===== config.mk =====
export PLATFORM = sky130hd
export DESIGN_NAME = vc_credit_recv_queue
export DESIGN_NICKNAME = d
export VERILOG_FILES = /design/src/rtl/vc_credit_pkg.sv /design/src/rtl/vc_credit_recv_queue_ctrl.sv /design/src/rtl/vc_credit_recv_queue.sv
export SDC_FILE = /design/constraint.sdc
export NUM_CORES = 1
export LEC_CHECK = 0
export BUFFER_PORTS_ARGS = -buffer_cell sky130_fd_sc_hd__buf_2
export CAP_MARGIN = 20
export CORE_MARGIN = 3
export CORE_UTILIZATION = 45
export CTS_CLUSTER_SIZE = 14
export DETAILED_ROUTE_END_ITERATION = 12
export GPL_TIMING_DRIVEN = 0
export PLACE_DENSITY = 0.63
export SETUP_SLACK_MARGIN = 0.1
export SYNTH_ARGS = -nofsm -noshare
export SYNTH_HDL_FRONTEND = slang
export SYNTH_SLANG_ARGS = --single-unit

===== constraint.sdc =====
create_clock -name clk -period 3.54 [get_ports clk]
set_input_delay 0.708 -clock clk [delete_from_list [all_inputs] [get_ports clk]]
set_output_delay 0.708 -clock clk [all_outputs]
set_load 0.05 [all_outputs]

===== src/rtl/vc_credit_pkg.sv =====
// Width helpers shared by the credit-based receive queue and the sender-side credit counter.
package vc_credit_pkg;

  // Pointer width for a buffer of n entries (at least one bit).
  function automatic int ptr_width(input int n);
    return (n > 1) ? $clog2(n) : 1;
  endfunction

  // Width able to hold an occupancy/credit value from 0 to n inclusive.
  function automatic int count_width(input int n);
    return (n > 0) ? $clog2(n + 1) : 1;
  endfunction

endpackage


===== src/rtl/vc_credit_recv_queue_ctrl.sv =====
// Pointer, occupancy, credit-return and overflow control for the credit receive queue.
module vc_credit_recv_queue_ctrl
  import vc_credit_pkg::*;
#(
  parameter int NUM_ENTRIES = 4,
  localparam int PW = ptr_width(NUM_ENTRIES),
  localparam int CW = count_width(NUM_ENTRIES)
) (
  input  logic          clk,
  input  logic          reset,
  input  logic          enq_val,
  input  logic          deq_rdy,
  output logic          wr_en,
  output logic [PW-1:0] wr_ptr,
  output logic [PW-1:0] rd_ptr,
  output logic          deq_val,
  output logic [CW-1:0] count,
  output logic          credit_ret,
  output logic          overflow
);

  localparam logic [CW-1:0] FULL = CW'(NUM_ENTRIES);
  localparam logic [PW-1:0] LAST = PW'(NUM_ENTRIES - 1);

  logic [PW-1:0] wr_ptr_r, rd_ptr_r, wr_ptr_nxt_s, rd_ptr_nxt_s;
  logic [CW-1:0] count_r, count_nxt_s;
  logic          deq_val_r, credit_ret_r, overflow_r;
  logic          fire_s, full_s, enq_acc_s, ovf_s;

  // Accept/fire decisions and next-state values for pointers and occupancy.
  always_comb begin
    fire_s       = deq_val_r && deq_rdy;
    full_s       = (count_r == FULL);
    enq_acc_s    = 1'b0;
    ovf_s        = 1'b0;
    count_nxt_s  = count_r;
    wr_ptr_nxt_s = wr_ptr_r;
    rd_ptr_nxt_s = rd_ptr_r;
    // A full buffer can still take a message when the head leaves in the same cycle.
    if (enq_val) begin
      if (!full_s || fire_s) begin
        enq_acc_s = 1'b1;
      end else begin
        ovf_s = 1'b1;
      end
    end else begin
      enq_acc_s = 1'b0;
    end
    case ({enq_acc_s, fire_s})
      2'b10:   count_nxt_s = count_r + CW'(1);
      2'b01:   count_nxt_s = count_r - CW'(1);
      default: count_nxt_s = count_r;
    endcase
    if (enq_acc_s) begin
      wr_ptr_nxt_s = (wr_ptr_r == LAST) ? PW'(0) : wr_ptr_r + PW'(1);
    end else begin
      wr_ptr_nxt_s = wr_ptr_r;
    end
    if (fire_s) begin
      rd_ptr_nxt_s = (rd_ptr_r == LAST) ? PW'(0) : rd_ptr_r + PW'(1);
    end else begin
      rd_ptr_nxt_s = rd_ptr_r;
    end
  end

  // Control state; deq_val is registered alongside count so it never glitches.
  always_ff @(posedge clk or posedge reset) begin
    if (reset) begin
      wr_ptr_r     <= PW'(0);
      rd_ptr_r     <= PW'(0);
      count_r      <= CW'(0);
      deq_val_r    <= 1'b0;
      credit_ret_r <= 1'b0;
      overflow_r   <= 1'b0;
    end else begin
      wr_ptr_r     <= wr_ptr_nxt_s;
      rd_ptr_r     <= rd_ptr_nxt_s;
      count_r      <= count_nxt_s;
      deq_val_r    <= (count_nxt_s != CW'(0));
      credit_ret_r <= fire_s;
      overflow_r   <= overflow_r | ovf_s;
    end
  end

  assign wr_en      = enq_acc_s;
  assign wr_ptr     = wr_ptr_r;
  assign rd_ptr     = rd_ptr_r;
  assign deq_val    = deq_val_r;
  assign count      = count_r;
  assign credit_ret = credit_ret_r;
  assign overflow   = overflow_r;

endmodule


===== src/rtl/vc_credit_recv_queue.sv =====
// Credit-flow-controlled receive buffer: circular storage plus read mux, control in a sub-module.
module vc_credit_recv_queue
  import vc_credit_pkg::*;
#(
  parameter int BIT_WIDTH   = 32,
  parameter int NUM_ENTRIES = 4
) (
  input  logic                                  clk,
  input  logic                                  reset,
  input  logic                                  enq_val,
  input  logic [BIT_WIDTH-1:0]                  enq_msg,
  output logic                                  deq_val,
  input  logic                                  deq_rdy,
  output logic [BIT_WIDTH-1:0]                  deq_msg,
  output logic                                  credit_ret,
  output logic [count_width(NUM_ENTRIES)-1:0]   count,
  output logic                                  overflow
);

  localparam int PW = ptr_width(NUM_ENTRIES);

  logic [BIT_WIDTH-1:0] mem_r [NUM_ENTRIES];
  logic                 wr_en_s;
  logic [PW-1:0]        wr_ptr_s, rd_ptr_s;

  vc_credit_recv_queue_ctrl #(
    .NUM_ENTRIES (NUM_ENTRIES)
  ) u_ctrl (
    .clk        (clk),
    .reset      (reset),
    .enq_val    (enq_val),
    .deq_rdy    (deq_rdy),
    .wr_en      (wr_en_s),
    .wr_ptr     (wr_ptr_s),
    .rd_ptr     (rd_ptr_s),
    .deq_val    (deq_val),
    .count      (count),
    .credit_ret (credit_ret),
    .overflow   (overflow)
  );

  // Storage is deliberately not reset; contents only matter while deq_val is high.
  always_ff @(posedge clk) begin
    if (wr_en_s) begin
      mem_r[wr_ptr_s] <= enq_msg;
    end
  end

  assign deq_msg = mem_r[rd_ptr_s];

endmodule


-- Word-level counts from Yosys, hierarchy flattened
Memory sizes are Yosys's and may differ from the RTL's.
Index checks and enable logic that the tools add are counted.
- multiplexer cells: 9
- equality and inequality tests: 5
- bitwise logic cells: 1
- reductions and logical operators: 4
- add/sub/neg operators: 4
- operators by type and width (kind ; count):
    $eq 2x2->1 const B ; 3
    $mux 1 ; 6
    $pmux 3 s2 ; 1
    $add 2x1->2 const B ; 2
    $mux 2 ; 2
    $add 3x1->3 const B ; 1
    $eq 3x3->1 const B ; 1
    $reduce_bool 3->1 ; 1
    $sub 3x1->3 const B ; 1
    $eq 2x1->1 const B ; 1
    $logic_and 1x1->1 ; 1
    $logic_not 1->1 ; 1
    $logic_or 1x1->1 ; 1
    $or 1x1->1 ; 1
- word-level logic and storage cells: 30
- memories: 1
- bits in writable memories: 128
- output and inout bits: 38
- flip-flop bits (word level): 10
- memories (name ; depth ; width ; rd ports ; clocked after memory_dff ; write ports ; line ; text):
    mem_r ; 4 ; 32 ; 1 ; 0 ; 1 ; vc_credit_recv_queue.sv:22 ; logic [BIT_WIDTH-1:0] mem_r [NUM_ENTRIES];

-- Logic depth before layout (Yosys ltp)
Gate-level depths: netlist of the first run.
- depth after elaboration: 8
- depth in mapped cells: 8

-- Modules after synthesis
Synthesis of the first run repeated with hierarchy kept, for this count alone.
- cells, all modules: 231
- area, all modules: 5265.0 um^2
- by module, submodules not included (module ; seq. area each (um^2) ; area each (um^2) ; instances ; cells an instance):
    vc_credit_recv_queue ; 3843.7 ; 4689.5 ; 1 ; 171
    vc_credit_recv_queue_ctrl ; 250.2 ; 575.6 ; 1 ; 60

-- Least setup slack after synthesis of the first run
Ideal clock, no wire load.
- path type: flip-flop to flip-flop
- start: register u_ctrl.deq_val_r (netlist: u_ctrl.deq_val)
- end: register u_ctrl.deq_val_r (netlist: u_ctrl.deq_val)
- stages on the path, launching flop included: 9
- library setup time: 0.137 ns
- arrival: 2.244 ns
- buffers on the path: 0
- slack: 1.159 ns
- cells stage by stage: dfrtp_1 > nand2_1 > a31oi_4 > inv_1 > ha_1 > fa_1 > mux2_2 > nor2_1 > o211ai_1
- cells in the longest elaborated chain, start to end: 7
- ends and longest elaborated chain (element ; line ; text):
    start, declared ; vc_credit_recv_queue_ctrl.sv:27 ; logic deq_val_r, credit_ret_r, overflow_r;
    start signal, assigned ; vc_credit_recv_queue_ctrl.sv:79 ; deq_val_r <= (count_nxt_s != CW'(0));
    $logic_and 1x1->1 * ; vc_credit_recv_queue_ctrl.sv:32 ; fire_s = deq_val_r && deq_rdy;
    $logic_or 1x1->1 ; vc_credit_recv_queue_ctrl.sv:41 ; if (!full_s || fire_s) begin
    $mux 1 ; vc_credit_recv_queue_ctrl.sv:41 ;
    $mux 1 ; vc_credit_recv_queue_ctrl.sv:40 ; if (enq_val) begin
    $eq 2x1->1 / $eq 2x2->1 (equally long branches) ; vc_credit_recv_queue_ctrl.sv:49 ; case ({enq_acc_s, fire_s})
    $pmux 3 s2 * ; vc_credit_recv_queue_ctrl.sv:49 ;
    net u_ctrl.count_nxt_s[1] ; vc_credit_recv_queue_ctrl.sv:26 ; logic [CW-1:0] count_r, count_nxt_s;
    $reduce_bool 3->1 * ; vc_credit_recv_queue_ctrl.sv:79 ;
Mark *: on every way through the listed nets, which the timed path passes. The rest lies on a longest branch.
A chain may end at the register's enable or synchronous reset.

-- Worst setup path after layout of the first run
- start: register u_ctrl.rd_ptr_r[1] (netlist: u_ctrl.rd_ptr[1])
- end: output deq_msg[10]
- cells in the longest elaborated chain, start to end: 1
- ends and longest elaborated chain (element ; line ; text):
    start, declared ; vc_credit_recv_queue_ctrl.sv:25 ; logic [PW-1:0] wr_ptr_r, rd_ptr_r, wr_ptr_nxt_s, rd_ptr_nxt_s;
    start signal, assigned ; vc_credit_recv_queue_ctrl.sv:77 ; rd_ptr_r <= rd_ptr_nxt_s;
    $mem_v2 4x32 ; n/a ;
    end, declared ; vc_credit_recv_queue.sv:14 ; output logic [BIT_WIDTH-1:0] deq_msg,
No other way between the ends.

==> impl_metrics.ini, run 1 <==
[status]
status = complete, no violations

[power]
p_leak_nw = 2.27
power.density_mw_per_mm2 = 1010
power_mw = 6.38
ir_worst_vdd_uv = 610

[min_path]
hp-class = in -> async

[cts]
cts-root-buf = clkbuf_16
cts_buffers = 17
htree_levels = 4
post_cts_resized = 0
clkSinkCount = 138
post_cts_buffers = 0
clock_path_buffers = 2
ctsHoldBuffers = 0
clk_pin_slew_ns = 0.06
clk_latency_ns = 0.41
cts_tree = done

[logic_synthesis]
syn-mean-instance-area_sq_um = 24.4
syn-cell-area_sq_mm = 0.00521
ys_types = 23
ys_ff_latch = 138
synth-seq-area-share_pct = 78.6
synth_nets = 256
yosys_warnings = 0
syn_inst = 213

[floorplan]
core_sq_mm = 0.0111
ios = 74
die_y_microns = 114
die_w_microns = 114
rows = 38
die_area_sq_mm = 0.0129
initial_core_util_pct = 47.0

[setup_path]
path_max_fanout = 10
critPathLaunch = u_ctrl.rd_ptr[1]
timing.rr.start = u_ctrl.deq_val
worstPathArrival_ns = 1.99
critPathKind = reg -> out
startpoint_type = register
endpoint_kind = primary output
crit_required_ns = 2.83

[global_route]
top_usage_layer = met2
grt_pass1_vias = 2497
met3_usage_pct = 5.36
grt_overflow_total = 0
antenna_found_initial = 0
grt_use_met1_pct = 18.1
grt_usage_pct = 14.5
grt_max_degree = 33
grt_util_met2_pct = 22.9
grt_pass1_wl_mm = 13.5

[route]
ant_nets = 0
wl_per_cell_microns = 18.9
totalWireLength_mm = 8.67
vias = 2380
first_pass_iters = 4
drtIter0Drc = 157
via_per_inst = 5.20
drcViolationCount = 0

[sta]
hold_violations = 0
min_period_ns = 2.70
fin_crit_sh_pct = 76.3
holdWs_ns = 0.270
final_max_slew_viol_count = 0
max-slew-margin-rel_pct = 40.7
setup_violations = 0
setup_tns_ns = 0
finalClockSkew_ns = 0.00779
fmax_mhz = 370
rsz0062_at_grt = false
worst_pin_slew_ns = 0.889

[layout]
layout.nets = 348
n_antenna_cell = 0
layout.cells.non_filler = 458
drive_gt1_share_pct = 45.3
layout_common_cells = 128 x edfxtp_1, 76 x buf_2, 28 x mux4_2
synthToLayoutAreaGrowth_pct = 21.8
final_common_cell = edfxtp_1

[place]
gp_congestion = 0.684
dp.cells = 426
dpl.hpwl_mm = 5.22
port_buffers = 73

[run]
cap_violations = 0
## cell usage after synthesis (all sizes together)
library cell / instances / area share [%]
clkbuf: 1 / 0.072
o211ai: 1 / 0.14
nor3: 1 / 0.096
ha: 6 / 1.4
and2: 4 / 0.48
xnor2: 2 / 0.34
o21ai: 2 / 0.19
edfxtp: 128 / 74
buf: 7 / 1.7
mux2: 4 / 0.86
or2: 1 / 0.12
nand2: 1 / 0.072
dfrtp: 10 / 4.8
a21o: 1 / 0.14
fa: 1 / 0.38
a41o: 1 / 0.19
a31oi: 1 / 0.41
inv: 6 / 0.43
nor2: 3 / 0.22
mux4: 32 / 14
## state kept, by name, indices dropped and copies added (netlist names)
| register | cells |
|---|---|
| u_ctrl.overflow | 1 |
| u_ctrl.rd_ptr | 2 |
| u_ctrl.credit_ret | 1 |
| mem_r | 128 |
| u_ctrl.wr_ptr | 2 |
| u_ctrl.deq_val | 1 |
| u_ctrl.count | 3 |
## worst paths after layout
kind | end | slack [ns] | depth (start not counted)
hold reg to reg | u_ctrl.overflow | 0.47 | 1
hold / removal | u_ctrl.overflow | 0.27 | 2
setup / recovery | deq_msg[10] | 0.84 | 4
min in group clk | u_ctrl.overflow | 0.47 | 1
setup reg to reg | u_ctrl.deq_val | 1.29 | 8
max in group asynchronous | u_ctrl.wr_ptr[1] | 2.99 | 2
## stage by stage
stage | util [%] | worst slack, ns | area [sq um]
3_5_place_dp | 51.9 | 0.865 | 5750
3_3_place_gp | 51.9 | 0.430 | 5750
4_1_cts | 57.3 | 0.775 | 6340
2_1_floorplan | - | 1.16 | 5210
6_report | 57.3 | 0.838 | 6340
5_1_grt | 57.3 | 0.729 | 6340
## power breakdown
group	leakage, nW	switching [mW]	internal [mW]
clock	0.286	0.603	1.15
sequential	1.29	0.101	2.17
combinational	0.699	1.62	0.745
## area by class of cell
| type | count | area (sq um) |
|---|---|---|
| fillers | 806 | 4730 |
| plain buffers | 8 | 90.1 |
| clock buffers | 25 | 475 |
| clock inverters | 7 | 116 |
| flip-flops and latches | 138 | 4090 |
| repair buffers | 73 | 365 |
| well taps | 140 | 175 |
| multi-input cells | 61 | 1010 |
| inverters | 6 | 22.5 |
## per-layer routing
metal | vias up | routed length, microns
li1 | 1075 | -
met2 | 61 | 4440
met5 | - | 0
met4 | 0 | 95
met1 | 1235 | 3660
met3 | 9 | 472
## logic make-up (layout without fill, tap and decap cells)
group	after synthesis	count (layout)	share of synthesized area, %
DFF	138	138	78.6
xor gates and xnor gates	2	2	0.336
adders and majority gates	7	7	1.83
buffers and inverters	14	119	2.16
muxes	36	36	15.0
and+or+nand+nor	10	10	0.985
AOI/OAI and AO/OA	6	6	1.08
## critical path, cell delays in order, from the launching register on
cell and delay [ns]:
dfrtp_1 0.34, clkbuf_1 0.27, buf_2 0.36, mux4_2 0.38, buf_2 0.23
(Power assumes the default switching activity.)
==> run 2: changes to the inputs <==
clock period = 2.6 ns   (was 3.54 ns; I/O delays follow)
==> impl_metrics.ini, run 2 (synthesis results as in run 1) <==
[cts]
clkSinkCount = 138
clock_path_buffers = 2
clk_pin_slew_ns = 0.06
ctsHoldBuffers = 0
clk_latency_ns = 0.41
htree_levels = 4
cts_tree = done
cts-root-buf = clkbuf_16
cts_buffers = 17

[sta]
worst_pin_slew_ns = 0.895
fin_crit_sh_pct = 92.2
fmax_mhz = 417
setup_violations = 0
final_max_slew_viol_count = 0
hold_violations = 0
rsz0062_at_grt = false
finalClockSkew_ns = 0.00709
min_period_ns = 2.40
max-slew-margin-rel_pct = 40.3

[layout]
largest_register_ffs = 128
regMostFlops = mem_r
final_common_cell = edfxtp_1
synthToLayoutAreaGrowth_pct = 22.0
multi_input_area_sq_mm = 0.00101
n_antenna_cell = 0
seq_area_sq_mm = 0.00409
drive_gt1_share_pct = 45.6
fillCellCount = 809
post-route-util_pct = 57.4
layout.cells.non_filler = 458
layout.nets = 348
layout_common_cells = 128 x edfxtp_1, 73 x buf_2, 28 x mux4_2

[setup_path]
worstRegToRegCells = 8
r2r_end = u_ctrl.deq_val
r2r_slack_ns = 0.35
critPathKind = reg -> out
endpoint_kind = primary output
startpoint_type = register
critPathLaunch = u_ctrl.rd_ptr[0]
timing.rr.start = u_ctrl.deq_val
crit_required_ns = 2.08
path_max_fanout = 10
worstPathArrival_ns = 1.88

[global_route]
grt_max_degree = 33
grt_overflow_total = 0
antenna_found_initial = 0
grt_usage_pct = 14.5
grt_pass1_wl_mm = 13.6
grt_pass1_vias = 2501

[floorplan]
die_y_microns = 114
ios = 74
die_area_sq_mm = 0.0129
rows = 38
core_sq_mm = 0.0111
die_w_microns = 114
initial_core_util_pct = 47.0

[route]
drcViolationCount = 0
via_per_inst = 5.22
totalWireLength_mm = 8.69
vias = 2392
first_pass_iters = 4
ant_nets = 0
wl_per_cell_microns = 19.0
drtIter0Drc = 172

[power]
power.density_mw_per_mm2 = 1370
ir_worst_vdd_uv = 827
p_leak_nw = 2.28
power_mw = 8.71

[status]
status = complete, no violations

[place]
dpl.hpwl_mm = 5.22
dp.cells = 426
gp_congestion = 0.684
port_buffers = 73

[min_path]
hp-class = in -> async

[run]
cap_violations = 0
[run 2: changes by cell type in the layout (fill, tap and decap cells not counted)]
cell      change
buf_2         -3
buf_4         +3
clkbuf_1      -1
clkbuf_2      +1
[run 2: how the worst max path moves through the flow]
stage                           endpoint  cells past startpoint  slack (ns)
after detailed placement  u_ctrl.deq_val                      9        0.11
after floorplan           u_ctrl.deq_val                      8        0.22
after global routing         deq_msg[10]                      4        0.12
after global placement      mem_r[0][18]                      4       -0.32
final                        deq_msg[10]                      4        0.20
after CTS                    deq_msg[10]                      4        0.12
[run 2: timing repair]
action | in CTS | in global routing
endpoints found under the setup margin | 26 | 6
hold endpoints to repair | 0 | 0
gates resized for setup | 3 | 2
setup buffers | 0 | 0
[run 2: power by group]
part           internal [mW]  leakage [nW]  switching, mW
registers               2.95          1.29          0.138
clock network           1.56         0.286          0.824
logic                   1.03         0.705           2.21
[run 2: layer usage]
metal	GRT usage (%)	vias up	wire length, microns
li1	-	1074	-
met1	18.1	1246	3670
met2	22.9	60	4450
met3	5.36	12	463
met4	6.01	0	113
met5	0	-	0
[run 2: area by class of cell]
class                   instances  area share (%)
well taps                     140            2.76
repair buffers                 73            5.75
flip-flops and latches        138            64.4
plain buffers                   8            1.56
clock buffers                  25            7.48
multi-input cells              61            15.8
clock inverters                 7            1.83
inverters                       6           0.354
[run 2: per-stage QoR]
step / area, sq um / TNS, ns / hold slack, ns / setup slack, ns
2_1_floorplan: 5210 / 0 / 0.360 / 0.219
3_3_place_gp: 5750 / -39.26 / 0.447 / -0.322
3_5_place_dp: 5750 / 0 / 0.462 / 0.113
4_1_cts: 6350 / 0 / 0.0832 / 0.119
5_1_grt: 6350 / 0 / 0.109 / 0.120
6_report: 6350 / 0 / 0.0798 / 0.202
[run 2: critical path: stages, from the launching register on]
cell,delay [ns]
dfrtp_1,0.36
buf_6,0.18
buf_12,0.17
mux4_2,0.53
buf_2,0.23
==> run 3: changes to the inputs <==
--- a/config.mk
+++ b/config.mk
@@ -13,5 +13,5 @@
 export DETAILED_ROUTE_END_ITERATION = 12
 export GPL_TIMING_DRIVEN = 0
-export PLACE_DENSITY = 0.63
+export PLACE_DENSITY_LB_ADDON = 0.3
 export SETUP_SLACK_MARGIN = 0.1
 export SYNTH_ARGS = -nofsm -noshare
==> constraint.sdc (replaced) <==
create_clock -name clk -period 2.6 [get_ports clk]
set_input_delay 0.26 -clock clk [delete_from_list [all_inputs] [get_ports clk]]
set_output_delay 0.26 -clock clk [all_outputs]
set_load 0.05 [all_outputs]
==> impl_metrics.ini, run 3 (synthesis results as in run 1) <==
[route]
via_per_inst = 5.20
wl_per_cell_microns = 19.0
ant_nets = 0
vias = 2375
drcViolationCount = 0
drtIter0Drc = 85
totalWireLength_mm = 8.68
first_pass_iters = 4

[power]
power_mw = 8.47
sw_frac_of_total_pct = 36.8
power.density_mw_per_mm2 = 1350
cell_internal_pwr_mw = 5.35
clockPowerShare_pct = 25.5
ir_worst_vdd_uv = 725
power.switching_mw = 3.11
seqPwrFrac_pct = 36.5
p_leak_nw = 2.24
power_frac_comb_pct = 38.1

[layout]
synthToLayoutAreaGrowth_pct = 20.8
layout.nets = 349
n_antenna_cell = 0
layout_common_cells = 128 x edfxtp_1, 76 x buf_2, 28 x mux4_2
final_common_cell = edfxtp_1
post-route-util_pct = 56.8
largest_register_ffs = 128
drive_gt1_share_pct = 43.2
regMostFlops = mem_r

[global_route]
grt_pass1_vias = 2579
grt_usage_pct = 14.5
grt_max_degree = 33
grt_util_met2_pct = 23.0
antenna_found_initial = 1
top_usage_layer = met2
grt_use_met1_pct = 17.5
grt_pass1_wl_mm = 13.5
met3_usage_pct = 6.21
grt_overflow_total = 0

[setup_path]
path_max_fanout = 10
worstPathArrival_ns = 1.99
crit_required_ns = 2.34
critPathKind = reg -> out
endpoint_kind = primary output
startpoint_type = register

[floorplan]
die_w_microns = 114
die_y_microns = 114
die_area_sq_mm = 0.0129
core_sq_mm = 0.0111
initial_core_util_pct = 47.0
rows = 38
ios = 74

[sta]
finalClockSkew_ns = 0.00682
worst_pin_slew_ns = 0.912
hold_violations = 0
max-slew-margin-rel_pct = 39.2
min_period_ns = 2.25
holdWs_ns = 0.0682
fin_crit_sh_pct = 86.4
rsz0062_at_grt = false
fmax_mhz = 445
setup_violations = 0
final_max_slew_viol_count = 0

[place]
gp_congestion = 0.659
port_buffers = 73
dpl.hpwl_mm = 5.21

[run]
cap_violations = 0

[status]
status = complete, no violations

[cts]
clk_pin_slew_ns = 0.05
clock_path_buffers = 2
cts_tree = done
ctsHoldBuffers = 1
clkSinkCount = 138
clk_latency_ns = 0.40
cts_buffers = 17
cts-root-buf = clkbuf_16
post_cts_buffers = 0
post_cts_resized = 0
htree_levels = 4

[min_path]
hp-class = in -> reg
==> run 3: cell count changes in the layout (fill, tap and decap cells not counted), sizes merged <==
cell | before | now
clkinvlp | 1 | 0
inv | 7 | 6
dlygate4sd3 | 0 | 1
clkinv | 2 | 3
bufinv | 3 | 2
==> run 3: worst paths after layout <==
path                       cells after the start  slack [ns]              from               end
setup / recovery                               4        0.35  u_ctrl.rd_ptr[1]       deq_msg[24]
hold / removal                                 1        0.07       enq_msg[27]      mem_r[0][27]
setup reg to reg                               8        0.40    u_ctrl.deq_val    u_ctrl.deq_val
hold reg to reg                                1        0.48   u_ctrl.overflow   u_ctrl.overflow
max in group asynchronous                      3        1.94             reset  u_ctrl.rd_ptr[1]
min in group asynchronous                      3        0.38             reset   u_ctrl.overflow
==> run 3: critical path, cell delays in order, from the launching register on <==
cell	delay, ns
dfrtp_1	0.34
clkbuf_1	0.29
buf_2	0.35
mux4_1	0.37
buf_2	0.24
==> run 3: power by group through the flow <==
stage          Combinational [mW]  Sequential [mW]  Clock (mW)
2_1_floorplan                2.47             3.23           0
3_3_place_gp                 3.25             3.12           0
3_5_place_dp                 3.29             3.14           0
4_1_cts                      3.29             3.10        2.22
5_1_grt                      3.42             3.13        2.31
6_report                     3.22             3.09        2.16
==> run 3: layer usage <==
| layer | vias to the layer above | wire length (microns) |
|---|---|---|
| met3 | 18 | 584 |
| met5 | - | 7 |
| met1 | 1207 | 3550 |
| li1 | 1072 | - |
| met4 | 2 | 145 |
| met2 | 76 | 4390 |
==> run 3: through the flow <==
step | std cells | setup WS (ns) | cell area [sq um] | setup TNS [ns]
final | 457 | 0.353 | 6290 | 0
after CTS | 457 | 0.296 | 6290 | 0
after global routing | 457 | 0.222 | 6290 | 0
after floorplan | 213 | 0.219 | 5210 | 0
after global placement | 426 | -0.0460 | 5750 | -3.53
after detailed placement | 426 | 0.405 | 5750 | 0
==> run 3: area by class of cell <==
cell class / instances / area (sq um)
clock buffers: 25 / 455
well taps: 140 / 175
flip-flops and latches: 138 / 4090
plain buffers: 8 / 90.1
repair buffers: 74 / 375
clock inverters: 5 / 71.3
fillers: 821 / 4790
multi-input cells: 61 / 1010
inverters: 6 / 22.5
